===== src/rtl/dcache_lsu_master_if.sv =====
// Pipeline request/response and dcache cmd/rsp signals of the load/store master.
// master = the LSU side; slave = pipeline stage plus dcache responder.
interface dcache_lsu_master_if;
    logic        req_valid;
    logic        req_ready;
    logic [63:0] req_addr;
    logic        req_wen;
    logic [63:0] req_wdata;
    logic [1:0]  req_size;
    logic        req_unsigned;
    logic        resp_valid;
    logic [63:0] resp_rdata;
    logic        resp_err;
    logic        dcache_cmd_valid;
    logic        dcache_cmd_ready;
    logic [63:0] dcache_cmd_payload_addr;
    logic        dcache_cmd_payload_wen;
    logic [63:0] dcache_cmd_payload_wdata;
    logic [7:0]  dcache_cmd_payload_wstrb;
    logic [2:0]  dcache_cmd_payload_size;
    logic        dcache_rsp_valid;
    logic [63:0] dcache_rsp_payload_data;

    modport master (
        input  req_valid, req_addr, req_wen, req_wdata, req_size, req_unsigned,
        output req_ready, resp_valid, resp_rdata, resp_err,
        output dcache_cmd_valid, dcache_cmd_payload_addr, dcache_cmd_payload_wen,
        output dcache_cmd_payload_wdata, dcache_cmd_payload_wstrb, dcache_cmd_payload_size,
        input  dcache_cmd_ready, dcache_rsp_valid, dcache_rsp_payload_data
    );

    modport slave (
        output req_valid, req_addr, req_wen, req_wdata, req_size, req_unsigned,
        input  req_ready, resp_valid, resp_rdata, resp_err,
        input  dcache_cmd_valid, dcache_cmd_payload_addr, dcache_cmd_payload_wen,
        input  dcache_cmd_payload_wdata, dcache_cmd_payload_wstrb, dcache_cmd_payload_size,
        output dcache_cmd_ready, dcache_rsp_valid, dcache_rsp_payload_data
    );
endinterface


===== src/rtl/dcache_lsu_master.sv =====
// Single-outstanding load/store initiator for the dcache cmd/rsp port:
// aligns commands to doublewords, extracts/extends load lanes, reports errors and timeouts.
module dcache_lsu_master #(
    parameter int unsigned RSP_TIMEOUT = 16,
    parameter logic [63:0] PC_BASE     = 64'h8000_0000
) (
    input  logic                clock,
    input  logic                reset,
    dcache_lsu_master_if.master bus
);

    typedef enum logic [1:0] {
        IDLE     = 2'd0,
        CMD      = 2'd1,
        WAIT_RSP = 2'd2,
        DONE     = 2'd3
    } state_t;

    state_t      state_r;
    logic [7:0]  timeout_cnt_r;
    logic [2:0]  lane_off_r;
    logic [1:0]  size_r;
    logic        unsigned_r;
    logic        req_ready_r;
    logic        resp_valid_r;
    logic [63:0] resp_rdata_r;
    logic        resp_err_r;
    logic        cmd_valid_r;
    logic [63:0] cmd_addr_r;
    logic        cmd_wen_r;
    logic [63:0] cmd_wdata_r;
    logic [7:0]  cmd_wstrb_r;
    logic [2:0]  cmd_size_r;

    logic        req_fire_s;
    logic        req_err_s;
    logic [63:0] load_data_s;

    function automatic logic misaligned_f(input logic [1:0] size, input logic [2:0] addr_lo);
        logic m;
        case (size)
            2'd0:    m = 1'b0;
            2'd1:    m = addr_lo[0];
            2'd2:    m = |addr_lo[1:0];
            2'd3:    m = |addr_lo[2:0];
            default: m = 1'b0;
        endcase
        return m;
    endfunction

    function automatic logic [7:0] size_mask_f(input logic [1:0] size);
        logic [7:0] mask;
        case (size)
            2'd0:    mask = 8'h01;
            2'd1:    mask = 8'h03;
            2'd2:    mask = 8'h0F;
            2'd3:    mask = 8'hFF;
            default: mask = 8'h00;
        endcase
        return mask;
    endfunction

    // Doubleword size ignores the unsigned flag: there is nothing left to extend.
    function automatic logic [63:0] extract_load_f(input logic [63:0] data, input logic [2:0] off,
                                                   input logic [1:0] size, input logic uns);
        logic [63:0] lane;
        logic [63:0] res;
        lane = data >> {off, 3'b000};
        case (size)
            2'd0:    res = uns ? {56'd0, lane[7:0]}  : {{56{lane[7]}},  lane[7:0]};
            2'd1:    res = uns ? {48'd0, lane[15:0]} : {{48{lane[15]}}, lane[15:0]};
            2'd2:    res = uns ? {32'd0, lane[31:0]} : {{32{lane[31]}}, lane[31:0]};
            2'd3:    res = lane;
            default: res = lane;
        endcase
        return res;
    endfunction

    // Request decode and load lane extraction.
    always_comb begin
        req_fire_s  = bus.req_valid & req_ready_r;
        req_err_s   = misaligned_f(bus.req_size, bus.req_addr[2:0]) | (bus.req_addr < PC_BASE);
        load_data_s = extract_load_f(bus.dcache_rsp_payload_data, lane_off_r, size_r, unsigned_r);
    end

    // Control FSM with all outputs registered.
    always_ff @(posedge clock) begin
        if (reset) begin
            state_r       <= IDLE;
            timeout_cnt_r <= 8'd0;
            lane_off_r    <= 3'd0;
            size_r        <= 2'd0;
            unsigned_r    <= 1'b0;
            req_ready_r   <= 1'b1;
            resp_valid_r  <= 1'b0;
            resp_rdata_r  <= 64'd0;
            resp_err_r    <= 1'b0;
            cmd_valid_r   <= 1'b0;
            cmd_addr_r    <= 64'd0;
            cmd_wen_r     <= 1'b0;
            cmd_wdata_r   <= 64'd0;
            cmd_wstrb_r   <= 8'd0;
            cmd_size_r    <= 3'd0;
        end else begin
            resp_valid_r <= 1'b0;
            case (state_r)
                IDLE: begin
                    if (req_fire_s) begin
                        req_ready_r <= 1'b0;
                        lane_off_r  <= bus.req_addr[2:0];
                        size_r      <= bus.req_size;
                        unsigned_r  <= bus.req_unsigned;
                        if (req_err_s) begin
                            state_r      <= DONE;
                            resp_valid_r <= 1'b1;
                            resp_err_r   <= 1'b1;
                            resp_rdata_r <= 64'd0;
                        end else begin
                            state_r     <= CMD;
                            cmd_valid_r <= 1'b1;
                            cmd_addr_r  <= {bus.req_addr[63:3], 3'b000};
                            cmd_wen_r   <= bus.req_wen;
                            cmd_size_r  <= {1'b0, bus.req_size};
                            // Loads carry no strobes or data on the bus.
                            if (bus.req_wen) begin
                                cmd_wstrb_r <= size_mask_f(bus.req_size) << bus.req_addr[2:0];
                                cmd_wdata_r <= bus.req_wdata << {bus.req_addr[2:0], 3'b000};
                            end else begin
                                cmd_wstrb_r <= 8'd0;
                                cmd_wdata_r <= 64'd0;
                            end
                        end
                    end else begin
                        req_ready_r <= 1'b1;
                    end
                end
                CMD: begin
                    if (bus.dcache_cmd_ready) begin
                        cmd_valid_r <= 1'b0;
                        if (cmd_wen_r) begin
                            state_r      <= DONE;
                            resp_valid_r <= 1'b1;
                            resp_err_r   <= 1'b0;
                            resp_rdata_r <= 64'd0;
                        end else begin
                            state_r       <= WAIT_RSP;
                            timeout_cnt_r <= 8'd0;
                        end
                    end else begin
                        cmd_valid_r <= 1'b1;
                    end
                end
                WAIT_RSP: begin
                    // A response in the final allowed cycle beats the timeout.
                    if (bus.dcache_rsp_valid) begin
                        state_r      <= DONE;
                        resp_valid_r <= 1'b1;
                        resp_err_r   <= 1'b0;
                        resp_rdata_r <= load_data_s;
                    end else if (timeout_cnt_r == 8'(RSP_TIMEOUT - 1)) begin
                        state_r      <= DONE;
                        resp_valid_r <= 1'b1;
                        resp_err_r   <= 1'b1;
                        resp_rdata_r <= 64'd0;
                    end else begin
                        timeout_cnt_r <= timeout_cnt_r + 8'd1;
                    end
                end
                DONE: begin
                    state_r     <= IDLE;
                    req_ready_r <= 1'b1;
                end
                default: begin
                    state_r     <= IDLE;
                    req_ready_r <= 1'b1;
                    cmd_valid_r <= 1'b0;
                end
            endcase
        end
    end

    assign bus.req_ready                = req_ready_r;
    assign bus.resp_valid               = resp_valid_r;
    assign bus.resp_rdata               = resp_rdata_r;
    assign bus.resp_err                 = resp_err_r;
    assign bus.dcache_cmd_valid         = cmd_valid_r;
    assign bus.dcache_cmd_payload_addr  = cmd_addr_r;
    assign bus.dcache_cmd_payload_wen   = cmd_wen_r;
    assign bus.dcache_cmd_payload_wdata = cmd_wdata_r;
    assign bus.dcache_cmd_payload_wstrb = cmd_wstrb_r;
    assign bus.dcache_cmd_payload_size  = cmd_size_r;

endmodule


===== src/flat_wrapper.sv =====
// flat-port wrapper written by rule: the top's interface ports become plain ports
module dcache_lsu_master_flat 
#(
    parameter int unsigned RSP_TIMEOUT = 16,
    parameter logic [63:0] PC_BASE     = 64'h8000_0000
)
  (clock, reset, bus_req_valid, bus_req_addr, bus_req_wen, bus_req_wdata, bus_req_size, bus_req_unsigned, bus_req_ready, bus_resp_valid, bus_resp_rdata, bus_resp_err, bus_dcache_cmd_valid, bus_dcache_cmd_payload_addr, bus_dcache_cmd_payload_wen, bus_dcache_cmd_payload_wdata, bus_dcache_cmd_payload_wstrb, bus_dcache_cmd_payload_size, bus_dcache_cmd_ready, bus_dcache_rsp_valid, bus_dcache_rsp_payload_data);
  dcache_lsu_master_if bus_i ();
  input  logic clock;
  input  logic reset;
  input wire logic [$bits(bus_i.req_valid)-1:0] bus_req_valid;
  input wire logic [$bits(bus_i.req_addr)-1:0] bus_req_addr;
  input wire logic [$bits(bus_i.req_wen)-1:0] bus_req_wen;
  input wire logic [$bits(bus_i.req_wdata)-1:0] bus_req_wdata;
  input wire logic [$bits(bus_i.req_size)-1:0] bus_req_size;
  input wire logic [$bits(bus_i.req_unsigned)-1:0] bus_req_unsigned;
  output wire logic [$bits(bus_i.req_ready)-1:0] bus_req_ready;
  output wire logic [$bits(bus_i.resp_valid)-1:0] bus_resp_valid;
  output wire logic [$bits(bus_i.resp_rdata)-1:0] bus_resp_rdata;
  output wire logic [$bits(bus_i.resp_err)-1:0] bus_resp_err;
  output wire logic [$bits(bus_i.dcache_cmd_valid)-1:0] bus_dcache_cmd_valid;
  output wire logic [$bits(bus_i.dcache_cmd_payload_addr)-1:0] bus_dcache_cmd_payload_addr;
  output wire logic [$bits(bus_i.dcache_cmd_payload_wen)-1:0] bus_dcache_cmd_payload_wen;
  output wire logic [$bits(bus_i.dcache_cmd_payload_wdata)-1:0] bus_dcache_cmd_payload_wdata;
  output wire logic [$bits(bus_i.dcache_cmd_payload_wstrb)-1:0] bus_dcache_cmd_payload_wstrb;
  output wire logic [$bits(bus_i.dcache_cmd_payload_size)-1:0] bus_dcache_cmd_payload_size;
  input wire logic [$bits(bus_i.dcache_cmd_ready)-1:0] bus_dcache_cmd_ready;
  input wire logic [$bits(bus_i.dcache_rsp_valid)-1:0] bus_dcache_rsp_valid;
  input wire logic [$bits(bus_i.dcache_rsp_payload_data)-1:0] bus_dcache_rsp_payload_data;
  assign bus_i.req_valid = bus_req_valid;
  assign bus_i.req_addr = bus_req_addr;
  assign bus_i.req_wen = bus_req_wen;
  assign bus_i.req_wdata = bus_req_wdata;
  assign bus_i.req_size = bus_req_size;
  assign bus_i.req_unsigned = bus_req_unsigned;
  assign bus_req_ready = bus_i.req_ready;
  assign bus_resp_valid = bus_i.resp_valid;
  assign bus_resp_rdata = bus_i.resp_rdata;
  assign bus_resp_err = bus_i.resp_err;
  assign bus_dcache_cmd_valid = bus_i.dcache_cmd_valid;
  assign bus_dcache_cmd_payload_addr = bus_i.dcache_cmd_payload_addr;
  assign bus_dcache_cmd_payload_wen = bus_i.dcache_cmd_payload_wen;
  assign bus_dcache_cmd_payload_wdata = bus_i.dcache_cmd_payload_wdata;
  assign bus_dcache_cmd_payload_wstrb = bus_i.dcache_cmd_payload_wstrb;
  assign bus_dcache_cmd_payload_size = bus_i.dcache_cmd_payload_size;
  assign bus_i.dcache_cmd_ready = bus_dcache_cmd_ready;
  assign bus_i.dcache_rsp_valid = bus_dcache_rsp_valid;
  assign bus_i.dcache_rsp_payload_data = bus_dcache_rsp_payload_data;
  dcache_lsu_master #(.RSP_TIMEOUT(RSP_TIMEOUT), .PC_BASE(PC_BASE)) u_core (.clock(clock), .reset(reset), .bus(bus_i));
endmodule

===== config.mk =====
export PLATFORM = sky130hd
export DESIGN_NAME = dcache_lsu_master_flat
export DESIGN_NICKNAME = d
export VERILOG_FILES = /design/src/rtl/dcache_lsu_master_if.sv /design/src/rtl/dcache_lsu_master.sv /design/src/flat_wrapper.sv
export SDC_FILE = /design/constraint.sdc
export NUM_CORES = 1
export LEC_CHECK = 0
export BUFFER_PORTS_ARGS = -buffer_cell sky130_fd_sc_hd__buf_2
export CELL_PAD_IN_SITES_DETAIL_PLACEMENT = 1
export CELL_PAD_IN_SITES_GLOBAL_PLACEMENT = 2
export CORE_MARGIN = 1
export CORE_UTILIZATION = 31
export DETAILED_ROUTE_END_ITERATION = 6
export PLACE_DENSITY = 0.81
export SYNTH_ARGS = -nofsm -noshare
export SYNTH_HDL_FRONTEND = slang
export SYNTH_SLANG_ARGS = --single-unit

===== constraint.sdc =====
create_clock -name clock -period 3.9 [get_ports clock]
set_input_delay 0.39 -clock clock [delete_from_list [all_inputs] [get_ports clock]]
set_output_delay 0.39 -clock clock [all_outputs]
set_load 0.02 [all_outputs]

Word-level counts from Yosys, hierarchy flattened
Cells that the tools add are included. Widths: inputs -> output; s select.

Memory bits (read-only): 0. Bits in registers: 220. Memories kept: 0. Bits in writable memories: 0. Latch bits: 0. Word-level logic and storage cells: 109. Output and inout port bits: 208.

Magnitude comparators: 1. $mul: 0. Eq/ne operators: 19. Shift-type cells: 3. Divide/modulo/power cells: 0. Bitwise logic cells: 3. Reductions and logical operators: 15. $add $sub $neg: 1. Muxes and demuxes: 52.

Operator list (number): $mux 64 (10); $pmux 64 s4 (1); $pmux 64 s3 (1); $mux 8 (10); $lt 64x32->1 const B (1); $shl 64x6->64 (1); $shr 64x6->64 (1); $pmux 8 s4 (1); $mux 1 (17); $pmux 8 s2 (1); $eq 2x2->1 const B (6); $mux 2 (5); $ne 2x2->1 const B (5); $reduce_and 3->1 (3); $add 8x1->8 const B (1); $eq 8x4->1 const B (1); $pmux 2 s4 (1); $shl 8x3->8 (1); $eq 2x1->1 const B (3); $logic_not 2->1 (3); $ne 2x1->1 const B (3); $pmux 1 s3 (2); $reduce_and 6->1 (1); $reduce_bool 2->1 (3); 11 further kinds (12).

Logic depth before layout (Yosys ltp)
Word-level depth: 9. Depth in mapped cells: 10.

Worst setup path after synthesis
OpenSTA, ideal clock, no wires.

Kind: input port to flip-flop. Start point: in bus_req_addr[0]. End point: reg u_core.cmd_wdata_r[56] (netlist: u_core.bus.dcache_cmd_payload_wdata[56]). Data arrival time: 2063 ps. Path slack: 1721 ps. Required time: 3784 ps. Stages on the path: 7. Setup time: 116 ps. Cells stage by stage: buf_2 > buf_1 > mux2_2 > mux4_2 > nand2_1 > nor3_1 > a31o_2.

Longest elaborated chain between the ends: 5. Elaborated cells on any way between the ends: 9. Those cells by class: order compare (1); shift (1); mux (2); bitwise (2); reduce/logical (3).

Ends and longest elaborated chain: from (decl) (RTL line flat_wrapper.sv:12) `input wire logic [$bits(bus_i.req_addr)-1:0] bus_req_addr;`; branches (longest 5 deep; another with $lt 64x32->1); to (signal assigned) (RTL line dcache_lsu_master.sv:127) `cmd_wdata_r <= bus.req_wdata << {bus.req_addr[2:0], 3'b000};`; to (decl) (RTL line dcache_lsu_master.sv:31) `logic [63:0] cmd_wdata_r;`.

Parallel ways; which one is timed is not known. A chain may end at the register's enable or synchronous reset.

Worst setup path in the final report
Start point: reg u_core.state_r[1]. End point: reg u_core.resp_rdata_r[49] (netlist: u_core.bus.resp_rdata[49]).

Longest elaborated chain between the ends: 3. Elaborated cells on any way between the ends: 11. Those cells by class: eq/ne (7); mux (1); reduce/logical (3).

Ends and longest elaborated chain: from (decl) (RTL line dcache_lsu_master.sv:19) `state_t state_r;`; from (signal assigned) (RTL line dcache_lsu_master.sv:89) `state_r <= IDLE;`; from (signal assigned) (RTL line dcache_lsu_master.sv:114) `state_r <= DONE;`; from (signal assigned) (RTL line dcache_lsu_master.sv:119) `state_r <= CMD;`; $eq 2x2->1, or another cell as far along (RTL line dcache_lsu_master.sv:106) `case (state_r)`; $ne 3x2->1 (no line), or another cell as far along; $reduce_and 6->1 (no line); to (signal assigned) (RTL line dcache_lsu_master.sv:159) `resp_rdata_r <= load_data_s;`; to (decl) (RTL line dcache_lsu_master.sv:26) `logic [63:0] resp_rdata_r;`.

Parallel ways exist; a longest one is shown, timed or not.

==> results.sh <==
export IMPL_hold_buffers=0
export IMPL_initial_utilization=0.3179
export IMPL_setup_viol=0
export IMPL_grt_max_degree=80
export IMPL_yosys_warnings=0
export IMPL_synth_area_top_cells="dfxtp_1, mux4_2, nand2_1"
export IMPL_fin_crit_ns=3.052
export IMPL_numCtsBuffers=28
export IMPL_io_pins=409
export IMPL_grt_use_met1=0.3231
export IMPL_worstPathMaxFanout=41
export IMPL_pwr_density_cell_nw_per_um2=512.2
export IMPL_wl_per_cell_um=22.29
export IMPL_final_cell_mix="buf_2, dfxtp_1, nand2_1"
export IMPL_gp_congestion=0.9314
export IMPL_numPortBuffers=404
export IMPL_finalSetupTns_ns=0
export IMPL_synth_top_cell_by_area="dfxtp_1"
export IMPL_hp_class="primary input to register"
export IMPL_path_class="register to register"
export IMPL_htreeDepth=1
export IMPL_fp_dieW_um=199.5
export IMPL_hold_viol=0
export IMPL_worstPathRequired_ns=4.41
export IMPL_grt_busiest_layer="met2"
export IMPL_area_growth_pct=26.77
export IMPL_grt_pass1_vias=12140
export IMPL_drv_slew=0
export IMPL_die_y_um=199.5
export IMPL_rsz0062_at_grt="no"
export IMPL_detail_route_wirelength_um=49980
export IMPL_r2r_end="u_core.bus.resp_rdata[49]"
export IMPL_synth_cell_types=65
export IMPL_synth_seq_cells=220
export IMPL_grt_antenna_before_repair=12
export IMPL_crit_end="u_core.bus.resp_rdata[49]"
export IMPL_irDropWorstVdd_mv=0.3392
export IMPL_fill_cells=4613
export IMPL_cpMaxStageDelayCell="a21oi_4"
export IMPL_rrSetupSlack_ns=0.85
export IMPL_synth_cells=1390
export IMPL_postRouteAntennaNets=0
export IMPL_path_cells="inv_1 -> ha_1 -> a21boi_0 -> a211oi_2 -> and2_2 -> a21oi_4 -> buf_4 -> a22o_1"
export IMPL_slew_headroom=0.1917
export IMPL_core_area_um2=38020
export IMPL_p_leak_nw=6.299
export IMPL_synth_edff_count=0
export IMPL_met3_usage=0.05148
export IMPL_maxCapViolCount=0
export IMPL_yosys_area_top_type_share=0.3644
export IMPL_drt_iter0_markers=725
export IMPL_cts_tree="built"
export IMPL_r2r_start="u_core.state_r[1]"
export IMPL_clockBufferDepth=3
export IMPL_drive_gt1_frac=0.3436
export IMPL_period_share=0.7827
export IMPL_skew_ns=0.02954
export IMPL_route_detailed_drc=0
export IMPL_nets=1907
export IMPL_tightestPinTransition_ns=1.210
export IMPL_cts_sinks=220
export IMPL_place_ws_ns=0.7511
export IMPL_clk_latency_ns=0.57
export IMPL_slowest_delay_ns=0.94
export IMPL_post_cts_resize_count=0
export IMPL_gr_usage_met2=0.3878
export IMPL_cp_arrival_ns=3.56
export IMPL_synth_area_per_cell_um2=8.695
export IMPL_fin_ws_ns=0.8475
export IMPL_ys_async_sr_fraction=0
export IMPL_outcome="complete, no violations"
export IMPL_timing_critical_path_from="u_core.state_r[1]"
export IMPL_die_area_um2=39780
export IMPL_syn_area_um2=12090
export IMPL_overflow=0
export IMPL_min_path_cells=3
export IMPL_cp_end_kind="register"
export IMPL_clkTransAtPathRegs_ns=0.06
export IMPL_clockRootBuffer="clkbuf_16"
export IMPL_grt_first_pass_wirelength_um=74510
export IMPL_rr_worst_depth=8
export IMPL_startpoint_type="register"
export IMPL_first_pass_iters=7
export IMPL_dp_hpwl_um=36220
export IMPL_layout_commonest_cell="buf_2"
export IMPL_rows=71
export IMPL_viasPerCell=5.524
export IMPL_post_cts_buffers=0
export IMPL_ys_seq_area_frac=0.3644
export IMPL_synth_ff_type="dfxtp_1"
export IMPL_max_freq_ghz=0.3276
export IMPL_gr_usage_all_layers=0.2426
export IMPL_route_vias_total=12380
registers in the layout (all words and copies together), names as in the netlist:
register and cells:
u_core.bus.resp_valid 1, u_core.bus.dcache_cmd_payload_addr 61, u_core.timeout_cnt_r 8, u_core.state_r 2
u_core.bus.dcache_cmd_payload_wen 1, u_core.bus.dcache_cmd_payload_size 2, u_core.bus.dcache_cmd_payload_wstrb 8, u_core.size_r 2
u_core.unsigned_r 1, u_core.bus.dcache_cmd_payload_wdata 64, u_core.lane_off_r 3, u_core.bus.req_ready 1
u_core.bus.resp_rdata 64, u_core.bus.dcache_cmd_valid 1, u_core.bus.resp_err 1
layout make-up:
class,instances,area (um^2),area share
clock buffer,35,788.3,0.05145
timing repair buffer,431,2242,0.1463
inverter,9,33.78,0.002205
antenna,8,20.02,0.001307
sequential,220,4409,0.2878
clock inverter,17,186.4,0.01217
multi-input combinational,1011,7003,0.4570
tap,511,639.4,0.04173
synth_stat cells, types with 8 or more instances:
library cell	count
nand4_1	43
mux2_2	40
nor4_1	8
a32oi_1	8
nand3_1	79
o31ai_1	16
o21ai_0	91
clkbuf_1	83
or4_1	8
buf_2	29
buf_4	14
dfxtp_1	220
and2_1	8
nor3_1	15
a22o_1	49
a21oi_1	121
o2bb2ai_1	23
buf_1	22
a211oi_1	19
nand2_1	176
o22ai_1	8
o21ai_1	41
o211ai_1	19
nor2_1	25
mux2i_1	60
mux4_2	41
nor2b_1	23
nand2b_1	12
worst max-delay path: cells and delay by family, from the launching register on:
kind	cells	cell delay (ns)
flip-flops	1	0.34
AND/OR/NAND/NOR	1	0.26
adder cells (fa/ha/maj)	1	0.34
AO/OA/AOI/OAI	4	1.55
buffers and inverters	2	0.49
metrics by stage:
stage / util / total power, mW / std cells / cell area, um^2 / hold slack (ns)
floorplan: - / 4.329 / 1393 / 12100 / 0.4525
global placement: 0.3768 / 5.141 / 2182 / 14330 / 0.4354
detailed placement: 0.3768 / 5.168 / 2182 / 14330 / 0.4424
CTS: 0.4025 / 7.926 / 2234 / 15300 / 0.03206
global route: 0.4028 / 8.248 / 2239 / 15310 / 0.05414
finish: 0.4030 / 7.847 / 2242 / 15320 / 0.05836
how the worst min path moves through the flow:
stage	start	end	slack (ns)
floorplan	u_core.unsigned_r	u_core.unsigned_r	0.45
global placement	u_core.bus.dcache_cmd_payload_wdata[15]	u_core.bus.dcache_cmd_payload_wdata[15]	0.44
detailed placement	u_core.bus.dcache_cmd_payload_wdata[1]	u_core.bus.dcache_cmd_payload_wdata[1]	0.44
CTS	bus_req_unsigned	u_core.unsigned_r	0.03
global route	bus_req_addr[20]	u_core.bus.dcache_cmd_payload_addr[20]	0.05
finish	bus_req_unsigned	u_core.unsigned_r	0.06
report_power, final:
part	leakage (nW)	internal, mW	switching, mW	total (mW)
logic	4.04	0.851	1.68	2.53
clock network	0.479	1.64	1.08	2.72
registers	1.78	2.44	0.164	2.60
total	6.30	4.92	2.93	7.85
kinds of logic (layout without fill, tap and decap cells):
| group | after synthesis | count (layout) | share of synthesized area |
|---|---|---|---|
| other | 1 | 12 | 0.0003103 |
| adder cells (fa/ha/maj) | 5 | 5 | 0.005176 |
| buffers and inverters | 162 | 492 | 0.06056 |
| AO/OA/AOI/OAI | 443 | 443 | 0.2365 |
| AND/OR/NAND/NOR | 412 | 412 | 0.1653 |
| XOR/XNOR | 6 | 6 | 0.004348 |
| multiplexers | 141 | 141 | 0.1634 |
| flip-flops | 220 | 220 | 0.3644 |
per-layer routing:
layer | vias up | routed length, um
li1 | 5821 | -
met1 | 6067 | 21820
met2 | 403 | 23220
met3 | 85 | 3351
met4 | 8 | 1544
met5 | - | 52
No activity file was read; power rests on OpenSTA's default activity.
